--- config.mk ---
export PLATFORM = sky130hd
export DESIGN_NAME = controlador_barrido_display
export DESIGN_NICKNAME = d
export VERILOG_FILES = /design/src/rtl/controlador_barrido_display_pkg.sv /design/src/rtl/decodificador_bcd_7seg.sv /design/src/rtl/controlador_barrido_display.sv
export SDC_FILE = /design/constraint.sdc
export NUM_CORES = 1
export LEC_CHECK = 0
export CAP_MARGIN = 5
export CORE_MARGIN = 2
export CORE_UTILIZATION = 30
export CTS_BUF_LIST = sky130_fd_sc_hd__clkbuf_2 sky130_fd_sc_hd__clkbuf_4 sky130_fd_sc_hd__clkbuf_8
export DETAILED_ROUTE_END_ITERATION = 16
export PLACE_DENSITY = 0.56
export SLEW_MARGIN = 20
export SYNTH_ARGS = -nofsm -noshare
export SYNTH_HDL_FRONTEND = slang
export SYNTH_SLANG_ARGS = --single-unit
--- constraint.sdc ---
create_clock -name reloj -period 4.4 [get_ports reloj]
set_clock_uncertainty 0.1 [all_clocks]
set_input_delay 1.1 -clock reloj [delete_from_list [all_inputs] [get_ports reloj]]
set_output_delay 1.1 -clock reloj [all_outputs]
set_load 0.05 [all_outputs]
--- src/rtl/controlador_barrido_display_pkg.sv ---
// controlador_barrido_display_pkg: shared types, anode codes and segment table for the display scanner
package controlador_barrido_display_pkg;
  typedef enum logic {BLANCO, MOSTRAR} estado_t;
  localparam int DEF_CICLOS_DIGITO = 32768;
  localparam int DEF_CICLOS_BLANCO = 1024;
  localparam logic [2:0] AN_UNI = 3'b110;
  localparam logic [2:0] AN_DEC = 3'b101;
  localparam logic [2:0] AN_CEN = 3'b011;
  localparam logic [2:0] AN_OFF = 3'b111;
  localparam logic [6:0] SEG_OFF = 7'b0000000;
  // entry n holds the abcdefg pattern of digit n
  localparam logic [9:0][6:0] SEG_TABLA = {
    7'b1111011, 7'b1111111, 7'b1110000, 7'b1011111, 7'b1011011,
    7'b0110011, 7'b1111001, 7'b1101101, 7'b0110000, 7'b1111110
  };
endpackage

--- src/rtl/decodificador_bcd_7seg.sv ---
// decodificador_bcd_7seg: BCD digit to active-high abcdefg segments, codes above 9 go dark
module decodificador_bcd_7seg
  import controlador_barrido_display_pkg::*;
(
  input  logic [3:0] bcd,
  output logic [6:0] seg
);
  always_comb seg = (bcd > 4'd9) ? SEG_OFF : SEG_TABLA[bcd];
endmodule

--- src/rtl/controlador_barrido_display.sv ---
// controlador_barrido_display: 3-digit multiplexed 7-segment scanner with frame-synchronous value update
module controlador_barrido_display
  import controlador_barrido_display_pkg::*;
#(
  parameter int CICLOS_DIGITO = DEF_CICLOS_DIGITO,
  parameter int CICLOS_BLANCO = DEF_CICLOS_BLANCO
)
(
  input  logic        reloj,
  input  logic        reset,
  input  logic        valor_valido,
  output logic        valor_listo,
  input  logic [11:0] valor_bcd,
  input  logic        supr_ceros,
  output logic [6:0]  segmentos_out,
  output logic [2:0]  anodos_out,
  output logic        fin_trama
);
  localparam int MAXDB = CICLOS_DIGITO > CICLOS_BLANCO ? CICLOS_DIGITO : CICLOS_BLANCO;
  localparam int CW = $clog2(MAXDB > 2 ? MAXDB : 2);
  localparam logic [CW-1:0] ULT_D = CW'(CICLOS_DIGITO - 1);
  localparam logic [CW-1:0] ULT_B = CW'(CICLOS_BLANCO > 0 ? CICLOS_BLANCO - 1 : 0);
  localparam estado_t INICIO = CICLOS_BLANCO == 0 ? MOSTRAR : BLANCO;
  estado_t       estado;
  logic [1:0]    indice;
  logic [CW-1:0] cnt;
  logic          pendiente, hold_supr, act_supr;
  logic [11:0]   hold_bcd, act_bcd;
  logic          fin_blanco, fin_mostrar, apagado;
  logic [3:0]    digito;
  logic [2:0]    an_sel;
  logic [6:0]    seg_dec;
  always_comb begin
    fin_blanco  = estado == BLANCO && cnt == ULT_B;
    fin_mostrar = estado == MOSTRAR && cnt == ULT_D;
    fin_trama   = fin_mostrar && indice == 2'd2;
    valor_listo = ~pendiente;
    digito      = indice == 2'd2 ? act_bcd[11:8] : indice == 2'd1 ? act_bcd[7:4] : act_bcd[3:0];
    an_sel      = indice == 2'd2 ? AN_CEN : indice == 2'd1 ? AN_DEC : AN_UNI;
    // leading-zero suppression only ever darkens centenas and decenas
    apagado     = estado == BLANCO || (act_supr && ((indice == 2'd2 && act_bcd[11:8] == 4'd0) ||
                                                    (indice == 2'd1 && act_bcd[11:4] == 8'd0)));
    anodos_out    = apagado ? AN_OFF : an_sel;
    segmentos_out = apagado ? SEG_OFF : seg_dec;
  end
  decodificador_bcd_7seg u_dec (.bcd(digito), .seg(seg_dec));
  always_ff @(posedge reloj) begin
    if (reset) begin
      estado    <= INICIO;
      indice    <= 2'd0;
      cnt       <= '0;
      pendiente <= 1'b0;
      hold_bcd  <= 12'h000;
      hold_supr <= 1'b0;
      act_bcd   <= 12'h000;
      act_supr  <= 1'b0;
    end else begin
      if (fin_blanco) begin
        estado <= MOSTRAR;
        cnt    <= '0;
      end else if (fin_mostrar) begin
        estado <= INICIO;
        cnt    <= '0;
        indice <= indice == 2'd2 ? 2'd0 : indice + 2'd1;
      end else
        cnt <= cnt + 1'b1;
      // the active value only changes at a frame boundary
      if (fin_trama && pendiente) begin
        act_bcd   <= hold_bcd;
        act_supr  <= hold_supr;
        pendiente <= 1'b0;
      end else if (valor_valido && !pendiente) begin
        hold_bcd  <= valor_bcd;
        hold_supr <= supr_ceros;
        pendiente <= 1'b1;
      end
    end
  end
endmodule

Word-level counts from Yosys, hierarchy flattened --
Memory sizes are Yosys's and may differ from the RTL's. Cells that the tools add are included.
Operators by class: add/sub/neg operators 2, order comparisons 2, eq/ne operators 4, multiplexer cells 11, bitwise operators 4, reduce and logical (&&, ||, !) cells 18
Operators with widths (number):
- 7-bit 2-to-1 mux | 3
- 15-bit by 1-bit adder with 15-bit output (second input constant) | 1
- 15-bit by 10-bit == test with 1-bit output (second input constant) | 1
- 15-bit == test (second input constant) | 1
- 1-bit logical AND | 8
- 8-bit logical NOT | 1
- 4-bit 2-to-1 mux | 2
- 3-bit 2-to-1 mux | 2
- 4-bit by 5-bit less-than comparator with 1-bit output (second input constant) | 1
- 4-bit greater-than comparator (second input constant) | 1
- 4-bit logical NOT | 1
- 2-bit 2-to-1 mux | 2
- 1-bit inverter | 4
- 2-bit AND reduction | 2
- 3-bit OR reduction | 1
- 2-bit by 1-bit adder with 2-bit output (second input constant) | 1
- 2-bit by 1-bit == test with 1-bit output (second input constant) | 1
- 2-bit == test (second input constant) | 1
- 1-bit logical OR | 2
- 1-bit 2-to-1 mux | 2
- 2-bit nonzero test | 1
- 2-bit OR reduction | 1
- 1-bit logical NOT | 1
Word-level totals: flip-flop bits (word level) 45, ROM bits 112, input port bits 16, output and inout bits 12, word-level logic and storage cells 50, memories 1
Memories:
- (no name shown) | words 16, bits a word 7, read ports 1, clocked after Yosys merged registers in 0, write ports 0, line decodificador_bcd_7seg.sv:8 | always_comb seg = (bcd > 4'd9) ? SEG_OFF : SEG_TABLA[bcd];

Longest topological paths before layout --
Gate-level depths: netlist of run 1.
depth after elaboration 7, mapped depth 10

Hierarchy --
Synthesis of run 1 repeated with hierarchy kept, for this count alone.
Unflattened totals: cell total of the unflattened synthesis 278, area, all modules 2237.1 um2
Modules (own cells, without submodules):
- controlador_barrido_display | instances 1, cells an instance 251, area an instance 2050.7 um2, seq. area each 900.9 um2
- decodificador_bcd_7seg | instances 1, cells an instance 27, area an instance 186.4 um2, seq. area each 0.0 um2

Least setup slack after synthesis of run 1 --
OpenSTA, ideal clock, no wires.
path kind reg-to-output, from register indice[1], to output port segmentos_out[6], arrival time 4.087 ns, slack -0.887 ns, cell stages (with the launch flop) 11, path buffers 1, cell sequence dfxtp_1 > inv_1 > ha_1 > buf_2 > mux2i_1 > o21ai_0 > inv_1 > ha_1 > inv_1 > o31ai_1 > a2111oi_0
On the way: word-level cells in the longest chain between the ends 7, elaborated cells on any way between the ends 14, those cells by class 1 x order compare; 2 x eq/ne; 5 x mux; 5 x reduce/logical; 1 x memory
RTL lines:
- start, declared | line controlador_barrido_display.sv:25 | logic [1:0] indice;
- start signal, assigned | line controlador_barrido_display.sv:64 | indice <= indice == 2'd2 ? 2'd0 : indice + 2'd1;
- 2-bit by 1-bit == test with 1-bit output | line controlador_barrido_display.sv:38, controlador_barrido_display.sv:42
- 4-bit 2-to-1 mux (2 in series) | line controlador_barrido_display.sv:38 | digito = indice == 2'd2 ? act_bcd[11:8] : indice == 2'd1 ? act_bcd[7:4] : act_bcd[3:0];
- memory 16 x 7 bit
- 7-bit 2-to-1 mux (implied by the code) | line decodificador_bcd_7seg.sv:8
- 7-bit 2-to-1 mux | line decodificador_bcd_7seg.sv:8
- 7-bit 2-to-1 mux (*) | line controlador_barrido_display.sv:44 | segmentos_out = apagado ? SEG_OFF : seg_dec;
- end, declared | line controlador_barrido_display.sv:15 | output logic [6:0] segmentos_out,
Mark *: on every way between the ends. The rest lies on a longest branch, timed or not. The select of a mux whose other input is x is not followed.

Final worst setup path of run 1 --
from register indice[1], to output port anodos_out[1]
On the way: word-level cells in the longest chain between the ends 6, elaborated cells on any way between the ends 10, those cells by class 2 x eq/ne; 3 x mux; 5 x reduce/logical
RTL lines:
- 2-bit == test / 2-bit by 1-bit == test with 1-bit output (equally long branches) | line controlador_barrido_display.sv:39, controlador_barrido_display.sv:41, controlador_barrido_display.sv:42
- 1-bit logical AND, on equally long branches | line controlador_barrido_display.sv:41, controlador_barrido_display.sv:42
- 1-bit logical OR | line controlador_barrido_display.sv:41 | apagado = estado == BLANCO || (act_supr && ((indice == 2'd2 && act_bcd[11:8] == 4'd0) ||
- 1-bit logical AND | line controlador_barrido_display.sv:41
- 1-bit logical OR | line controlador_barrido_display.sv:41
- 3-bit 2-to-1 mux (*) | line controlador_barrido_display.sv:43 | anodos_out = apagado ? AN_OFF : an_sel;
- end, declared | line controlador_barrido_display.sv:16 | output logic [2:0] anodos_out,
Mark *: on every way between the ends. The rest lies on a longest branch, timed or not.

==> flow_summary.json, run 1 <==
{
  "status": "completed",
  "worstPathCellList": "inv_1 > ha_1 > nand2b_1 > or4_1 > a31oi_1 > buf_4 > nand2b_1 > clkdlybuf4s50_1",
  "die_area_mm2": 0.008068,
  "power.density_mw_per_mm2": 274.6,
  "antenna_found_initial": 0,
  "dr.pass1.iters": 4,
  "vias": 1785,
  "setup_viol": 0,
  "hp-class": "reg -> reg",
  "viasPerCell": 4.612,
  "drt_iter0_markers": 66,
  "finalNonFillerCells": 387,
  "ios": 28,
  "rsz0062_at_grt": "no",
  "ys.flop_type": "dfxtp_1",
  "cts_num_sinks": 45,
  "p_leak_nw": 0.9144,
  "track_usage": 0.1163,
  "htreeDepth": 2,
  "drive_gt1_frac": 0.1042,
  "fin_crit_sh": 0.9040,
  "path_buf_inv": 3,
  "synth_area_leaders": "dfxtp_1 (41%), nand2_1 (11%), mux2i_1 (8.6%)",
  "ys_seq_area_frac": 0.4077,
  "place_hpwl_mm": 3.251,
  "synth_largest_area_cell": "dfxtp_1",
  "core_mm2": 0.007176,
  "cap_violations": 0,
  "grt_max_degree": 32,
  "finalCriticalPeriod_ns": 3.978,
  "final_max_slew_viol_count": 0,
  "tightestPinTransition_ns": 1.101,
  "required_ns": 3.20,
  "crit_path_end_kind": "output port",
  "fin_tns_setup_ns": 0,
  "cts_root_buf": "clkbuf_8",
  "cts_tree": "done",
  "async_reset_ff_frac": 0,
  "cts-buffers-inserted": 5,
  "syn-cell-area_mm2": 0.002210,
  "io_buffers": 27,
  "wirelength_mm": 4.431,
  "startpoint_type": "register",
  "fp.dieW_um": 89.82,
  "area_growth_pct": 19.82,
  "gp_congestion": 0.8760,
  "clockBufferDepth": 2,
  "synth_top_area_frac": 0.4077,
  "synth_nets": 286,
  "diodes": 0,
  "drc_errors": 0,
  "wire_per_inst_um": 11.45,
  "clock_latency_ns": 0.29,
  "ant_nets": 0,
  "finalHoldViolations": 0,
  "peakVddDrop_mv": 0.1512,
  "synth-seq-cells": 45,
  "crit_slowest_cell": "clkdlybuf4s50_1",
  "first_global_vias": 1713,
  "grt_overflow": 0,
  "holdBufCountCts": 0,
  "crit_family": "buffers and inverters",
  "synthCells": 263,
  "synth.avg_cell_area_um2": 8.402,
  "final_common_cell": "nand2_1",
  "ys_types": 40,
  "nFillCells": 765,
  "cpPeakStageDelay_ns": 0.80,
  "fp.dieH_um": 89.82,
  "mostFrequentLayoutCells": "nand2_1 (66), dfxtp_1 (45), a21oi_1 (20), clkdlybuf4s50_1 (20), mux2i_1 (19)",
  "cp_max_fo": 9,
  "finalNetCount": 310,
  "dpl.cell_count": 379,
  "arrival_ns": 2.78,
  "rows": 31,
  "synth-edff-count": 0,
  "crit_type": "reg -> out",
  "max_freq_ghz": 0.2514,
  "cts_resized": 0,
  "clkSlewWorstSetupHoldPaths_ns": 0.08,
  "grt_first_pass_wirelength_mm": 7.879,
  "start_util": 0.3079,
  "crit_top_cell": "nand2b_1",
  "relSlewSlack": 0.2606,
  "postCtsSetupRepairBufs": 0,
  "ys.warnings.count": 0
}
-- sequential cells by signal, indices dropped and copies added (netlist names) --
name       flops
indice         2
hold_supr      1
pendiente      1
act_supr       1
hold_bcd      12
cnt           15
estado         1
act_bcd       12
-- cell type report --
cell class	instances	area (um^2)	share of cell area
multi-input cells	193	1211	0.4575
flip-flops and latches	45	900.9	0.3403
repair buffers	30	275.3	0.1040
well taps	99	123.9	0.04679
clock buffers	8	91.34	0.03450
inverters	12	45.04	0.01701
-- final timing paths --
kind	start	end	slack (ns)	cells after the start
min	hold_bcd[2]	hold_bcd[2]	0.36	2
min reg2reg	hold_bcd[2]	hold_bcd[2]	0.36	2
max reg2reg	cnt[0]	act_bcd[11]	1.73	5
max	indice[1]	anodos_out[1]	0.42	8
-- synth_stat cells, drive strengths merged (2+ instances only) --
master / count
nand2: 66
dfxtp: 45
a21oi: 20
mux2i: 19
nor3: 15
inv: 12
clkbuf: 9
ha: 7
o21ai: 6
xnor2: 6
a211oi: 5
nand3: 5
xor2: 5
buf: 4
mux2: 4
nor2: 4
nor4: 4
or3: 4
o31ai: 3
a2111oi: 2
nand2b: 2
nand4: 2
nor4b: 2
or4: 2
-- worst min-delay path, delay by kind of cell, from the launching register on --
kind            cells  cell delay (ns)
compound gates      1             0.05
flops               1             0.31
simple gates        1             0.05
-- logic make-up (layout without fill, tap and decap cells) --
group	after synthesis	count (layout)	synth area share
compound gates	40	40	0.1082
buf+inv	25	50	0.04982
flops	45	45	0.4077
simple gates	112	112	0.2446
xor+xnor	11	11	0.04360
fa+ha+maj	7	7	0.03964
mux	23	23	0.1065
-- where the power goes --
part	total (mW)	internal, mW	switching [mW]
registers	0.422	0.417	0.00569
clock network	0.259	0.131	0.127
logic	0.0461	0.0215	0.0246
total	0.727	0.570	0.157
-- stage by stage --
step           hold WS, ns  cell area, um^2  power, mW  setup slack [ns]  utilization
2_1_floorplan       0.3322             2222     0.4578            0.2801            -
3_3_place_gp        0.3460             2556     0.4784            0.7487       0.3562
3_5_place_dp        0.3477             2556     0.4790            0.7303       0.3562
4_1_cts             0.3597             2648     0.7405            0.4060       0.3690
5_1_grt             0.3778             2648     0.7622            0.2204       0.3690
6_report            0.3568             2648     0.7271            0.4224       0.3690
-- per-layer routing --
metal	share of wire	vias up	track usage
met5	0	-	0
met3	0.028	5	0.02766
met1	0.53	805	0.1589
met2	0.43	26	0.1831
met4	0.014	0	0.03462
li1	-	949	-
Note: power is estimated with default switching activity, not from simulation.
==> run 2: changes to the inputs <==
PLACE_DENSITY = 0.58   (was 0.56)
RECOVER_POWER = 25   (was not set)
==> run 2 against run 1 <==
Compared with the run above:
- global-route usage is 0.31 points lower
- cell count stayed put
- total power hardly changed
- critical path type unchanged
- critical endpoint unchanged
- largest cell class unchanged
==> flow_summary.json, run 2 (synthesized netlist as in run 1, its figures left out) <==
{
  "cts_root_buf": "clkbuf_8",
  "ant_nets": 0,
  "drive_gt1_frac": 0.1007,
  "largest_reg_flops": 15,
  "wire_per_inst_um": 11.52,
  "place_hpwl_mm": 3.283,
  "postCtsSetupRepairBufs": 0,
  "rsz0062_at_grt": "no",
  "dp_slack_ns": 0.7391,
  "power.density_mw_per_mm2": 274.2,
  "grt_max_degree": 32,
  "hp-class": "reg -> reg",
  "crit_type": "reg -> out",
  "clockBufferDepth": 2,
  "cts_resized": 0,
  "crit_top_cell": "nand2b_1",
  "cpPeakStageDelay_ns": 0.80,
  "finalCriticalPeriod_ns": 3.975,
  "top_regs": "cnt: 15 flops, act_bcd: 12 flops, hold_bcd: 12 flops",
  "final_common_cell": "nand2_1",
  "relSlewSlack": 0.1549,
  "holdBufCountCts": 0,
  "area_growth_pct": 20.10,
  "final_max_slew_viol_count": 0,
  "dr.pass1.iters": 4,
  "mostFrequentLayoutCells": "nand2_1 (66), dfxtp_1 (45), a21oi_1 (20)",
  "status": "completed",
  "start_util": 0.3079,
  "gp_congestion": 0.8922,
  "htreeDepth": 2,
  "arrival_ns": 2.77,
  "drt_iter0_markers": 103,
  "setup_viol": 0,
  "antenna_found_initial": 0,
  "io_buffers": 27,
  "crit_slowest_cell": "clkdlybuf4s50_1",
  "rows": 31,
  "fin_crit_sh": 0.9033,
  "grt_first_pass_wirelength_mm": 7.686,
  "track_usage": 0.1132,
  "clock_latency_ns": 0.29,
  "top_register": "cnt",
  "fp.dieW_um": 89.82,
  "crit_path_end_kind": "output port",
  "fp.dieH_um": 89.82,
  "viasPerCell": 4.687,
  "diodes": 0,
  "vias": 1814,
  "tightestPinTransition_ns": 1.268,
  "core_mm2": 0.007176,
  "setup_ws_ns": 0.4253,
  "worstPathCellList": "inv_1 > ha_1 > nand2b_1 > or4_1 > a31oi_1 > buf_4 > nand2b_1 > clkdlybuf4s50_1",
  "required_ns": 3.20,
  "cts-buffers-inserted": 5,
  "drc_errors": 0,
  "grt_overflow": 0,
  "cap_violations": 0,
  "ios": 28,
  "fin_tns_setup_ns": 0,
  "clkSlewWorstSetupHoldPaths_ns": 0.08,
  "max_freq_ghz": 0.2516,
  "wirelength_mm": 4.460,
  "first_global_vias": 1691,
  "cp_max_fo": 9,
  "cts_tree": "done",
  "p_leak_nw": 0.9107,
  "peakVddDrop_mv": 0.1025,
  "die_area_mm2": 0.008068,
  "startpoint_type": "register",
  "finalHoldViolations": 0,
  "finalNetCount": 311,
  "cts_num_sinks": 45
}
==> run 2: cell types whose count changed in the layout (fill, tap and decap cells not counted), sizes merged <==
cell | previous run | this run
clkdlybuf4s50 | 20 | 19
dlygate4sd3 | 0 | 1
clkbuf | 8 | 7
clkinvlp | 0 | 1
==> run 2: final timing paths <==
check              from             to  slack [ns]  cells after the start
max           indice[1]  anodos_out[1]        0.43                      8
max reg2reg      cnt[0]         cnt[6]        1.92                      5
min reg2reg  act_bcd[2]     act_bcd[2]        0.36                      2
min          act_bcd[2]     act_bcd[2]        0.36                      2
==> run 2: cell type report <==
class                      instances  area [um^2]
clock inverter                     1        7.507
clock buffer                       6        82.58
fill                             741         4522
tap                               99        123.9
multi-input combinational        193         1211
timing repair buffer              31        282.8
sequential                        45        900.9
inverter                          12        45.04
==> run 2: power by group <==
group	switching (mW)	internal, mW
combinational	0.0246	0.0211
clock	0.135	0.124
sequential	0.00585	0.417
total	0.166	0.562
==> run 2: through the flow <==
stage	total power [mW]	utilization	area, um^2	instances	hold WS [ns]
floorplan	0.4578	-	2222	263	0.3322
global placement	0.4782	0.3562	2556	379	0.3462
global route	0.7608	0.3698	2654	387	0.3749
CTS	0.7395	0.3688	2646	386	0.3607
finish	0.7277	0.3698	2654	387	0.3588
detailed placement	0.4787	0.3562	2556	379	0.3473
==> run 2: worst max-delay path: cells and delay by family (launching register included) <==
family	cells	cell delay (ns)
adder cells (fa/ha/maj)	1	0.34
AND/OR/NAND/NOR	3	0.59
flip-flops	1	0.33
buffers and inverters	3	1.06
AO/OA/AOI/OAI	1	0.18
==> run 2: per-layer routing <==
layer	GRT usage	vias to the layer above	share of wire
met2	0.1780	27	0.45
met4	0.05385	0	0.017
met1	0.1467	826	0.51
li1	-	955	-
met5	0	-	0
met3	0.02682	6	0.032
==> RTL edit: new RTL, flow settings as in run 2 <==
Set the package constant `DEF_CICLOS_DIGITO` to 65536 (it was 32768).
--- a/src/rtl/controlador_barrido_display_pkg.sv
+++ b/src/rtl/controlador_barrido_display_pkg.sv
@@ -2,5 +2,5 @@
 package controlador_barrido_display_pkg;
   typedef enum logic {BLANCO, MOSTRAR} estado_t;
-  localparam int DEF_CICLOS_DIGITO = 32768;
+  localparam int DEF_CICLOS_DIGITO = 65536;
   localparam int DEF_CICLOS_BLANCO = 1024;
   localparam logic [2:0] AN_UNI = 3'b110;
Function: same outputs for any inputs over 10 cycles, from zero or initial values and one cycle with reset high; that may be too few to reach the edited logic, so the function may still have changed.
==> RTL edit against run 2 <==
Setup slack worse by 27 ps; routed wire length up 4.0%; count of clock-buffer cells in the layout stayed put; non-clock buffer count is 3 lower; first-iteration DRC count shrank 28%; sequential cell count grew 1; cell area increased by 6.1%; synthesized area increased by 7.2%; fmax fell by 0.67%; via count up 1.7%; total power rose by 2.9%; register-to-register slack gained 160 ps; the flow now finishes with violations (max-capacitance violations, max-slew violations).
==> RTL edit: results (changes against run 2) <==
Finish-stage setup viols 0 (unchanged); number of flops mapped to enable cells by yosys 0 (unchanged); Hold Path Origin hold_bcd[1]$_SDFFE_PP0P_; largest net degree at the start of global routing 49 (+53%); DP Worst Slack 357 ps (-382 ps); initial antenna violation count 0 (unchanged); status finished with violations; CTS root buffer clkbuf_8; dpl cells 384 (+1.3%); Area contributors post-synth dfxtp_1 39%, nand2b_1 7.4%, mux2i_1 6.3%; area grow syn2layout 18.9%; global placement routability congestion 0.829 (-7.1%); Worst EP arrival 2800 ps (+30 ps); largest fanout on the critical path 7 (-2); worst hold path type reg -> reg; routed vias 1,845 (+1.7%); postcts setup bufs 0 (unchanged); max-cap viol count 1 (+1); Synth top cells by count 46 x dfxtp_1, 36 x nand2_1, 28 x nand2b_1; Pins Over Slew Limit 49 (+49); Crit Reg-Reg Endpoint act_bcd[0]$_SDFFE_PP0P_; Internal 0.578 mW (+2.8%); Hold WS 359 ps (-0.0880 ps); Top delay family on crit path compound AO/OA/AOI/OAI gates; Synth async-reset ratio 0% (unchanged); placed cell areas 2710 um^2 (+5.8%); Fill cells 815 (+10%); Max IR drop VDD 0.176 mV (+72%); slowest stage delay, CP 370 ps (-430 ps); Post-CTS Resized 0 (unchanged); Clock Latency Late Sink 290 ps (about the same); post-synthesis sequential area ratio 38.9% (-1.9 points); HPWL Detailed 3300 um (+0.66%); failing checks max-capacitance violations, max-slew violations; worst reg2reg setup slack 2080 ps (+160 ps); nets 312 (+0.32%); Antenna Cells 0 (unchanged); Largest regs cnt: 16 flops, act_bcd: 12 flops, hold_bcd: 12 flops; drt initial violations 74 (-28%); Synth Net Count 289 (+1.0%); Unique masters post-synth 48 (+20%); share of layout cells above drive strength 1 7.93% (-2.1 points); Reg clk slew, reported paths 90 ps; routed wire length 4640 um (+4.0%); non-filler cells, final 392 (+1.3%); Slew HR -6.33% (-22 points); Worst Hold End hold_bcd[1]$_SDFFE_PP0P_; vias in the first global route 1,720 (+1.7%); leakage power total 1.04 nW (+14%); first-pass GRT wire length 8000 um (+4.0%); all-layer global routing usage 11.1% (-0.19 points); Slowest cell on crit path ha_1; syn avg cell area 8.90 um^2 (+6.0%)
-- RTL edit: changes by cell type after synthesis, moves of 5 or more --
cell	delta
nand2b_1	+26
nor2_1	+12
nand2_1	-30
nor3_1	-12
nand4_1	+5
-- RTL edit: kinds of logic (layout without fill, tap and decap cells) --
kind of cell    count (synthesis)  in the layout  share of synthesized area (%)
simple gates                  117            117                           26.3
flops                          46             46                           38.9
compound gates                 42             42                           12.2
mux                            21             21                           10.1
buf+inv                        21             45                           4.38
xor+xnor                       12             12                           4.44
fa+ha+maj                       7              7                           3.70
-- RTL edit: power groups by stage --
stage / Combinational, mW / Sequential, mW / Clock, mW
2_1_floorplan: 0.0304 / 0.440 / 0
3_5_place_dp: 0.0501 / 0.442 / 0
5_1_grt: 0.0564 / 0.433 / 0.291
3_3_place_gp: 0.0499 / 0.441 / 0
6_report: 0.0492 / 0.432 / 0.268
4_1_cts: 0.0502 / 0.432 / 0.276
-- RTL edit: layer usage --
| metal | global-route usage [%] | routed length [um] | vias up |
|---|---|---|---|
| met4 | 3.55 | 72 | 0 |
| li1 | - | - | 965 |
| met1 | 15.9 | 2480 | 840 |
| met3 | 2.03 | 166 | 6 |
| met2 | 16.9 | 1920 | 34 |
| met5 | 0 | 0 | - |
-- RTL edit: layout make-up --
class                   count  area share, %
inverters                   9           1.20
clock buffers               6           2.93
multi-input cells         199           48.2
flip-flops and latches     46           32.7
well taps                 102           4.53
repair buffers             28           10.0
clock inverters             2          0.444
-- RTL edit: worst max-delay path by stage --
stage / end / slack (ps) / cells past startpoint
3_5_place_dp: segmentos_out[4] / 360 / 9
5_1_grt: segmentos_out[6] / 180 / 10
4_1_cts: segmentos_out[4] / 10 / 9
3_3_place_gp: segmentos_out[4] / 480 / 9
6_report: segmentos_out[6] / 400 / 10
2_1_floorplan: segmentos_out[4] / 50 / 8
